<file path="config.mk">
export PLATFORM = sky130hd
export DESIGN_NAME = cam_line_packer
export DESIGN_NICKNAME = d
export VERILOG_FILES = /design/src/rtl/cam_line_packer.sv
export SDC_FILE = /design/constraint.sdc
export NUM_CORES = 1
export LEC_CHECK = 0
export BUFFER_PORTS_ARGS = -buffer_cell sky130_fd_sc_hd__buf_2
export CORE_MARGIN = 2
export CORE_UTILIZATION = 59
export CTS_CLUSTER_DIAMETER = 80
export CTS_CLUSTER_SIZE = 8
export DETAILED_ROUTE_END_ITERATION = 8
export PLACE_DENSITY_LB_ADDON = 0.2
export SYNTH_ARGS = -nofsm -noshare
export SYNTH_HDL_FRONTEND = slang
export SYNTH_SLANG_ARGS = --single-unit
</file>
<file path="constraint.sdc">
create_clock -name i_clk -period 10 [get_ports i_clk]
set_clock_uncertainty 0.15 [all_clocks]
set_input_delay 2 -clock i_clk [delete_from_list [all_inputs] [get_ports i_clk]]
set_output_delay 2 -clock i_clk [all_outputs]
set_load 0.01 [all_outputs]
</file>
<file path="src/rtl/cam_line_packer.sv">
// cam_line_packer: packs camera pixels into fixed-length flagged lines for the SDRAM write FIFO,
// padding short lines and dropping the excess of long ones so every line fills whole bursts.
module cam_line_packer #(
  parameter int p_dram_dataw = 16,
  parameter int p_line_words = 640,
  parameter int p_frame_lines = 480,
  parameter int p_dram_burst_size = 8
) (
  input  logic                    i_clk,
  input  logic                    i_rst_n,
  input  logic                    i_valid,
  input  logic [p_dram_dataw-1:0] i_data,
  input  logic                    i_sof,
  input  logic                    i_eol,
  output logic                    o_ready,
  output logic                    o_valid,
  output logic [p_dram_dataw+1:0] o_data,
  input  logic                    i_ready,
  output logic                    o_frame_active,
  output logic [7:0]              o_err_count
);
  localparam int cw = p_line_words > 1 ? $clog2(p_line_words) : 1;
  localparam int rw = p_frame_lines > 1 ? $clog2(p_frame_lines) : 1;
  localparam logic [cw-1:0] last_col = cw'(p_line_words - 1);
  localparam logic [rw-1:0] last_row = rw'(p_frame_lines - 1);

  if (p_line_words % p_dram_burst_size != 0) begin : g_bad_line
    $error("p_line_words must be a multiple of p_dram_burst_size");
  end

  typedef enum logic [1:0] {IDLE, ACTIVE, PAD, DISCARD} state_t;
  state_t state, state_nx;
  logic [cw-1:0] col, col_nx, c;
  logic [rw-1:0] row, row_nx, r;
  logic free, acc, start, take, pad_emit, emit, eol_eff, err_inc;
  logic [p_dram_dataw+1:0] word;

  // A sof arriving mid-line is held off (ready low) until padding closes the line.
  always_comb begin
    free = ~o_valid | i_ready;
    o_ready = state == PAD ? 1'b0 :
              state == DISCARD ? (~i_sof | free) :
              state == ACTIVE ? (free & ~(i_sof & col != '0)) : free;
    acc = i_valid & o_ready;
    start = acc & i_sof;
    take = start | (acc & state == ACTIVE);
    pad_emit = (state == PAD) & free;
    emit = take | pad_emit;
    eol_eff = pad_emit | i_eol;
    c = start ? '0 : col;
    r = start ? '0 : row;
    word = {pad_emit ? {p_dram_dataw{1'b0}} : i_data, start ? 2'b11 : {1'b0, c == '0}};
    state_nx = state;
    col_nx = col;
    row_nx = row;
    err_inc = 1'b0;
    if (emit && c == last_col) begin
      col_nx = '0;
      row_nx = (r == last_row) ? '0 : r + 1'b1;
      state_nx = (r == last_row) ? IDLE : eol_eff ? ACTIVE : DISCARD;
      err_inc = (r != last_row) & ~eol_eff;
    end else if (emit) begin
      col_nx = c + 1'b1;
      row_nx = r;
      state_nx = eol_eff ? PAD : ACTIVE;
      err_inc = ~pad_emit & i_eol;
    end else if (acc && state == DISCARD && i_eol) begin
      state_nx = ACTIVE;
    end else if (state == ACTIVE && i_valid && i_sof && col != '0) begin
      state_nx = PAD;
      err_inc = 1'b1;
    end
  end

  always_ff @(posedge i_clk or negedge i_rst_n) begin
    if (!i_rst_n) begin
      state <= IDLE;
      col <= '0;
      row <= '0;
      o_valid <= 1'b0;
      o_data <= '0;
      o_err_count <= '0;
    end else begin
      state <= state_nx;
      col <= col_nx;
      row <= row_nx;
      if (emit) begin
        o_valid <= 1'b1;
        o_data <= word;
      end else if (i_ready) begin
        o_valid <= 1'b0;
      end
      if (err_inc && o_err_count != 8'hff) o_err_count <= o_err_count + 8'd1;
    end
  end

  assign o_frame_active = state != IDLE;
endmodule

</file>
After elaboration in Yosys (flattened, before gate mapping) --
Cells that the tools add are included.
Operators by class: bitwise gates (word level) 18, equal/unequal tests 7, reductions and logical operators 13, shift-type cells 0, $mul 0, $add $sub $neg 3, divide/modulo/power cells 0, magnitude comparators 0, mux-type cells 25
Operators by type and width (number):
- 9-bit two-way mux | 4
- 10-bit two-way mux | 3
- 16-bit two-way mux | 1
- 2-bit two-way mux | 8
- 10-bit by 1-bit adder with 10-bit output, second input constant | 1
- 10-bit == test, second input constant | 1
- 10-bit logical NOT | 1
- 10-bit nonzero test | 1
- 9-bit by 1-bit adder with 9-bit output, second input constant | 1
- 9-bit == test, second input constant | 1
- 1-bit two-way mux | 9
- 9-bit != test, second input constant | 1
- 8-bit by 1-bit adder with 8-bit output, second input constant | 1
- 1-bit bitwise AND | 8
- 8-bit != test, second input constant | 1
- 1-bit logical AND | 7
- 2-bit nonzero test | 3
- 1-bit NOT | 5
- 1-bit OR | 5
- 2-bit == test, second input constant | 2
- 4-bit nonzero test | 1
- 2-bit by 1-bit == test with 1-bit output, second input constant | 1
Storage, ports and cells: memories kept 0, bits in writable memories 0, output and inout bits 29, flip-flop bits (word level) 48, input port bits 22, bits in latches 0, bits in read-only memories 0, logic and storage cells 72

Depth between registers and ports, before layout --
Gate-level depths: netlist of run 1.
depth after elaboration 14, gate-level depth with buffers 13, gate-level depth less buffers 12

Worst setup path after synthesis of run 1 --
Ideal clock, no wire load.
path kind in2reg, start point input i_sof, end point register row[7], arrival time 4.558 ns, cell stages on the path 12, slack 5.192 ns, library setup time 0.099 ns, cell sequence clkbuf_1 -> o311a_4 -> or3_4 -> buf_2 -> and2_1 -> ha_1 -> nand2_1 -> nor4b_1 -> clkbuf_1 -> clkbuf_1 -> a31oi_1 -> a311oi_1
Between the ends: word-level cells in the longest chain between the ends 12, elaborated cells on any way between the ends 23, those cells by class 1 x add/sub; 2 x eq/ne; 8 x mux; 10 x bitwise; 2 x reduce/logical
Ends and longest elaborated chain:
- from (decl) | line 13 | input logic i_sof,
- 1-bit bitwise AND | line 43 | state == ACTIVE ? (free & ~(i_sof & col != '0)) : free;
- 1-bit NOT | line 43
- 1-bit bitwise AND | line 43
- 1-bit two-way mux | line 43
- 1-bit two-way mux | line 42 | state == DISCARD ? (~i_sof | free) :
- 1-bit two-way mux | line 41 | o_ready = state == PAD ? 1'b0 :
- 1-bit bitwise AND | line 44 | acc = i_valid & o_ready;
- 1-bit bitwise AND, on equally long branches | line 45, 46
- 9-bit two-way mux, or another cell as far along | line 51 | r = start ? '0 : row;
- 9-bit by 1-bit adder with 9-bit output, or another cell as far along | line 59 | row_nx = (r == last_row) ? '0 : r + 1'b1;
- 9-bit two-way mux / 1-bit logical AND (equally long branches) | line 59, 57
- 9-bit two-way mux / 2-bit nonzero test (equally long branches)
- to (signal assigned) | line 86 | row <= row_nx;
- to (decl) | line 34 | logic [rw-1:0] row, row_nx, r;
Several ways; a longest one is shown, not always the timed one. The select of a mux whose other input is x is not followed. A chain may end at the register's enable or synchronous reset.

Final worst setup path of run 1 --
start point input i_ready, end point output o_ready
Between the ends: word-level cells in the longest chain between the ends 5, elaborated cells on any way between the ends 6, those cells by class 3 x mux; 3 x bitwise
Ends and longest elaborated chain:
- from (decl) | line 18 | input logic i_ready,
- 1-bit OR * | line 40 | free = ~o_valid | i_ready;
- 1-bit bitwise AND | line 43
- 1-bit two-way mux | line 43
- 1-bit two-way mux * | line 42
- 1-bit two-way mux * | line 41
- to (decl) | line 15 | output logic o_ready,
Every way passes the cells marked *; elsewhere a longest branch is shown, timed or not.

==> results of run 1 <==
-- power breakdown --
| part | leakage, nW | switching (mW) | internal [mW] |
|---|---|---|---|
| sequential | 0.644 | 0.0396 | 0.241 |
| clock | 0.0516 | 0.0685 | 0.0566 |
| combinational | 0.712 | 0.150 | 0.106 |
-- layer usage --
layer  up-vias  share of wire [%]  track usage, %
li1       1047                  -               -
met1      1047                 44            30.6
met2        59                 48            38.9
met3         7                6.0            5.38
met4         0                1.5            10.3
met5         -                  0               0
-- through the flow --
step	cell area, µm²	util [%]
2_1_floorplan	2550	-
3_3_place_gp	2850	69.8
3_5_place_dp	2850	69.8
4_1_cts	2950	72.2
5_1_grt	2950	72.2
6_report	2950	72.2
-- final cells by class --
class / count / area (µm²) / share of cell area [%]
clock buffer: 6 / 82.6 / 2.80
clock inverter: 2 / 13.8 / 0.467
inverter: 4 / 15.0 / 0.509
multi-input combinational: 202 / 1300 / 44.1
sequential: 48 / 1200 / 40.7
tap: 50 / 62.6 / 2.12
timing repair buffer: 53 / 273 / 9.25
-- registers in the layout, summed over array words and instances (netlist names) --
signal       flops
o_data          18
col             10
row              9
o_err_count      8
state            2
o_valid          1
-- cell families after synthesis --
logic type	after synthesis	share of synthesized area, %
and+or+nand+nor	117	23.2
AOI/OAI and AO/OA	54	15.1
DFF	48	47.2
muxes	18	7.27
buffers and inverters	14	2.21
xor gates and xnor gates	9	3.09
adders and majority gates	4	1.96
-- layout by cell type (no fill, tap or decap), drive strengths merged, types with 4 or more instances in the layout --
master	count
a21oi	8
a311oi	4
and2	4
and3	9
buf	53
clkbuf	6
dfrtp	48
ha	4
inv	5
mux2i	17
nand2	34
nand2b	4
nand3	9
nor2	28
nor2b	6
nor3	6
o2111ai	4
o21ai	21
or3	4
xnor2	7
-- how the worst max path moves through the flow --
stage	end	slack (ns)
3_5_place_dp	state[1]	4.87
5_1_grt	o_ready	4.83
3_3_place_gp	o_ready	5.00
4_1_cts	o_ready	4.97
6_report	o_ready	4.95
2_1_floorplan	row[7]	5.19
-- critical path, delay by kind of cell --
kind / cells / cell delay, ns
AO/OA/AOI/OAI: 1 / 0.36
AND/OR/NAND/NOR: 2 / 0.28
buffers and inverters: 2 / 0.25
==> impl_metrics.env, run 1 <==
export IMPL_clk_latency_ns=0.31
export IMPL_crit_path_end_kind="output port"
export IMPL_reg2reg_slack_ns=6.21
export IMPL_synth_cell_types=51
export IMPL_port_buffers=50
export IMPL_synth_commonest_cells="48 x dfrtp_1, 34 x nand2_1, 27 x nor2_1, 19 x o21ai_0, 17 x mux2i_1"
export IMPL_outcome="complete, no violations"
export IMPL_path_clk_slew_ns=0.09
export IMPL_finalCritPeriodShare_pct=50.5
export IMPL_placed_cells=357
export IMPL_antenna_found_initial=0
export IMPL_tns_ns=0
export IMPL_ys_seq_area_share_pct=47.2
export IMPL_whs_path_depth=1
export IMPL_layoutNonFillerInstCount=365
export IMPL_wl_mm=5.45
export IMPL_min_from="o_data[0]"
export IMPL_dieHeight_um=69.7
export IMPL_crit_start="i_ready"
export IMPL_rows=23
export IMPL_rsz0062_at_grt="false"
export IMPL_cp_max_fo=5
export IMPL_powerDensity_nw_per_um2=224
export IMPL_min_period_ns=5.05
export IMPL_antenna_cells=0
export IMPL_holdCritPathClass="flop to flop"
export IMPL_max_freq_ghz=0.198
export IMPL_slowest_stage="o21ai_0"
export IMPL_via_per_inst=5.92
export IMPL_synth_top_cell_by_area="dfrtp_1"
export IMPL_nFillCells=316
export IMPL_min_to="o_data[0]"
export IMPL_netlist_area_um2=2550
export IMPL_numClockSinks=48
export IMPL_overflow=0
export IMPL_critPathMaxStageDelay_ns=0.36
export IMPL_synth_main_ff_cell="dfrtp_1"
export IMPL_cts_buffers=5
export IMPL_required_ns=7.85
export IMPL_r2r_cells=10
export IMPL_syn_nets=290
export IMPL_wl_per_cell_um=14.9
export IMPL_start_util_pct=62.3
export IMPL_ant_nets=0
export IMPL_relSlewSlack_pct=28.2
export IMPL_worstPathArrival_ns=2.90
export IMPL_synthTopCellsByArea="dfrtp_1 47%, mux2i_1 6.7%, nand2_1 5.0%"
export IMPL_worst_slack_ns=4.95
export IMPL_yosysMostFrequentCell="dfrtp_1"
export IMPL_yosysTopAreaCellShare_pct=47.2
export IMPL_areaGrowthSynthToFinish_pct=15.8
export IMPL_htree_levels=2
export IMPL_synthCells=264
export IMPL_yosys_warnings=0
export IMPL_grt_pass1_vias=2115
export IMPL_cts_root_buf="clkbuf_8"
export IMPL_totalPowerFinal_mw=0.662
export IMPL_hold_buffers=0
export IMPL_hold_ws_ns=0.332
export IMPL_path_common_cell="buf_2"
export IMPL_num_vias=2160
export IMPL_r2r_end="o_err_count[1]"
export IMPL_hpwl_mm=3.87
export IMPL_power_leakage_nw=1.41
export IMPL_ys_ff_latch=48
export IMPL_cp_cell_sequence="buf_2, nand2b_1, o21ai_0, nor2_1, buf_2"
export IMPL_hold_violations=0
export IMPL_die_w_um=69.7
export IMPL_syn_avg_cell_area_um2=9.65
export IMPL_post_place_ws_ns=4.87
export IMPL_top_level_ports=51
export IMPL_grt_pass1_wl_mm=9.32
export IMPL_track_usage_pct=23.8
export IMPL_setup_viol=0
export IMPL_grt_max_degree=49
export IMPL_drt_initial_drc_count=137
export IMPL_worstMarginPinSlew_ns=1.08
export IMPL_ir_drop_uv=147
export IMPL_rr_startpoint="col[3]"
export IMPL_post_cts_buffers=0
export IMPL_cts_buffer_depth=2
export IMPL_drc=0
export IMPL_drive_gt1_share_pct=22.9
export IMPL_crit_type="primary input to output port"
export IMPL_nets=340
export IMPL_start_kind="primary input"
export IMPL_gp_congestion=0.898
export IMPL_cts_tree="done"
export IMPL_core_um2=4090
export IMPL_cts_resized=0
export IMPL_dr_pass1_iters=4
export IMPL_cap_violations=0
export IMPL_synth_edf_count=0
export IMPL_dieArea_um2=4860
export IMPL_finalMaxSlewViolations=0
export IMPL_ys_async_sr_fraction_pct=100
No activity file was read; power rests on OpenSTA's default activity.
==> inputs of run 2 (changes only) <==
Settings changed: ABC_AREA set to 1, CORE_UTILIZATION 59 to 50.
Clock period 10 ns to 4.1 ns, I/O delays scaled along.
==> run 2 against run 1 <==
Effect of this change:
- area after synthesis is 9.9% higher
- combinational power grew to 3.5 times the previous value
- core utilization decreased by 13 points
- cell area increased by 9.0%
- critical endpoint is now col[7]
==> impl_metrics.env, run 2 <==
export IMPL_cts_root_buf="clkbuf_8"
export IMPL_grt_pass1_wl_mm=10.4
export IMPL_path_buf_inv=5
export IMPL_areaGrowthSynthToFinish_pct=14.8
export IMPL_holdCritPathClass="flop to flop"
export IMPL_relSlewSlack_pct=58.8
export IMPL_wl_mm=6.00
export IMPL_ant_nets=0
export IMPL_tns_ns=0
export IMPL_netlist_area_um2=2800
export IMPL_largest_reg_flops=18
export IMPL_drt_initial_drc_count=142
export IMPL_hpwl_mm=4.25
export IMPL_synth_main_ff_cell="dfrtp_1"
export IMPL_synth_commonest_cells="96 x nand2_1, 48 x dfrtp_1, 46 x nand3_1, 28 x inv_1, 16 x o21ai_0"
export IMPL_cts_tree="done"
export IMPL_antenna_found_initial=0
export IMPL_cts_buffer_depth=2
export IMPL_synth_cell_types=33
export IMPL_syn_avg_cell_area_um2=8.16
export IMPL_grt_max_degree=49
export IMPL_r2r_cells=16
export IMPL_synth_edf_count=0
export IMPL_post_cts_buffers=0
export IMPL_wl_met1_mm=2.83
export IMPL_critPathMaxStageDelay_ns=0.22
export IMPL_synthTopCellsByArea="dfrtp_1 43%, nand2_1 13%, nand3_1 8.2%"
export IMPL_path_common_cell="nand2_1"
export IMPL_top_regs="o_data: 18 flops, col: 10 flops, row: 9 flops"
export IMPL_drc=0
export IMPL_start_kind="primary input"
export IMPL_worst_slack_ns=1.19
export IMPL_dieArea_um2=6210
export IMPL_hold_buffers=0
export IMPL_wl_met2_mm=2.83
export IMPL_min_from="o_data[1]"
export IMPL_setup_viol=0
export IMPL_port_buffers=50
export IMPL_cap_violations=0
export IMPL_cts_buffers=5
export IMPL_finalCritPeriodShare_pct=70.9
export IMPL_max_freq_ghz=0.344
export IMPL_finalMaxSlewViolations=0
export IMPL_cpLargestDelayFamily="simple AND/OR/NAND/NOR gates"
export IMPL_ys_ff_latch=48
export IMPL_yosysMostFrequentCell="nand2_1"
export IMPL_ys_seq_area_share_pct=42.9
export IMPL_seq_area_um2=1200
export IMPL_rsz0062_at_grt="false"
export IMPL_powerDensity_nw_per_um2=608
export IMPL_cts_resized=0
export IMPL_syn_nets=369
export IMPL_nFillCells=495
export IMPL_outcome="complete, no violations"
export IMPL_ir_drop_uv=483
export IMPL_dieHeight_um=78.8
export IMPL_via_per_inst=5.14
export IMPL_wl_met3_um=287
export IMPL_drive_gt1_share_pct=26.1
export IMPL_slowest_stage="nand4_4"
export IMPL_overflow=0
export IMPL_whs_path_depth=2
export IMPL_required_ns=4.14
export IMPL_crit_path_end_kind="flop"
export IMPL_start_util_pct=51.2
export IMPL_wl_per_cell_um=12.9
export IMPL_top_level_ports=51
export IMPL_worstPathArrival_ns=2.94
export IMPL_synth_top_cell_by_area="dfrtp_1"
export IMPL_rr_startpoint="col[3]"
export IMPL_worstMarginPinSlew_ns=0.618
export IMPL_crit_start="i_ready"
export IMPL_grt_pass1_vias=2298
export IMPL_gp_congestion=0.856
export IMPL_synthCells=343
export IMPL_yosysTopAreaCellShare_pct=42.9
export IMPL_nets=422
export IMPL_power_leakage_nw=1.72
export IMPL_post_place_ws_ns=0.872
export IMPL_multi_input_comb_area_um2=1420
export IMPL_htree_levels=2
export IMPL_regMostFlops="o_data"
export IMPL_layout_common_cells="96 x nand2_1, 50 x buf_2, 48 x dfrtp_1"
export IMPL_track_usage_pct=20.8
export IMPL_cp_cell_sequence="buf_2, inv_1, nand2_1, a21oi_2, nor2_2, nand4_4, nand2_1, inv_1, ha_1, nand4_1, nor2_1, nand2_1, inv_2, nand2_4, nand2_1, inv_1, nand3_1, o21ai_0"
export IMPL_cp_max_fo=19
export IMPL_cp_num_cells=18
export IMPL_path_clk_slew_ns=0.09
export IMPL_core_um2=5470
export IMPL_final_common_cell="nand2_1"
export IMPL_hold_ws_ns=0.326
export IMPL_antenna_cells=0
export IMPL_ys_async_sr_fraction_pct=100
export IMPL_highest_layer="met4"
export IMPL_num_vias=2402
export IMPL_dr_pass1_iters=4
export IMPL_rows=27
export IMPL_crit_type="primary input to flop"
export IMPL_min_period_ns=2.91
export IMPL_clk_latency_ns=0.30
export IMPL_hold_violations=0
export IMPL_die_w_um=78.8
export IMPL_numClockSinks=48
export IMPL_yosys_warnings=0
==> run 2: per-layer routing <==
| metal | GRT usage (%) | up-vias |
|---|---|---|
| met4 | 5.34 | 0 |
| li1 | - | 1216 |
| met1 | 28.0 | 1120 |
| met2 | 34.9 | 60 |
| met5 | 0 | - |
| met3 | 3.98 | 6 |
==> run 2: path summary, 6_finish.rpt <==
| kind | slack, ns | to |
|---|---|---|
| max in group asynchronous | 2.94 | col[9] |
| worst min register to register | 0.33 | o_data[1] |
| min in group asynchronous | 0.47 | col[5] |
| worst max register to register | 1.33 | col[9] |
| worst max-delay path | 1.19 | col[7] |
| worst min-delay path | 0.33 | o_data[1] |
==> run 2: kinds of logic (layout without fill, tap and decap cells) <==
family,count (synthesis),in the layout,share of synthesized area [%]
flip-flops,48,48,42.9
buffers and inverters,41,93,6.48
AO/OA/AOI/OAI,34,34,7.02
adder cells (fa/ha/maj),4,4,1.79
XOR/XNOR,13,13,4.07
AND/OR/NAND/NOR,203,203,37.8
==> run 2: area by class of cell <==
type                            count  area share, %
Tap cell                           72           2.80
Clock buffer                        5           2.14
Timing Repair Buffer               55           8.95
Inverter                           32           3.74
Sequential cell                    48           37.4
Multi-Input combinational cell    254           44.1
Clock inverter                      1          0.934
==> run 2: power breakdown <==
part	internal [mW]	total [mW]	switching [mW]	leakage, nW
Combinational	0.320	0.900	0.581	1.04
Sequential	0.618	0.730	0.113	0.628
Clock	0.175	0.326	0.150	0.0501
==> run 2: metrics by stage <==
step           util [%]  area [µm²]  instances  power [mW]
3_3_place_gp       57.0        3120        461        1.63
6_report           58.8        3220        467        1.96
2_1_floorplan         -        2800        343        1.36
4_1_cts            58.8        3220        467        1.97
5_1_grt            58.8        3220        467        2.11
3_5_place_dp       57.0        3120        461        1.64
==> run 2: worst register-to-register path: cells and delay by family (launching register included) <==
kind | cells | cell delay, ns
AO/OA/AOI/OAI | 2 | 0.28
adder cells (fa/ha/maj) | 1 | 0.24
buffers and inverters | 3 | 0.28
flip-flops | 1 | 0.45
AND/OR/NAND/NOR | 10 | 1.29
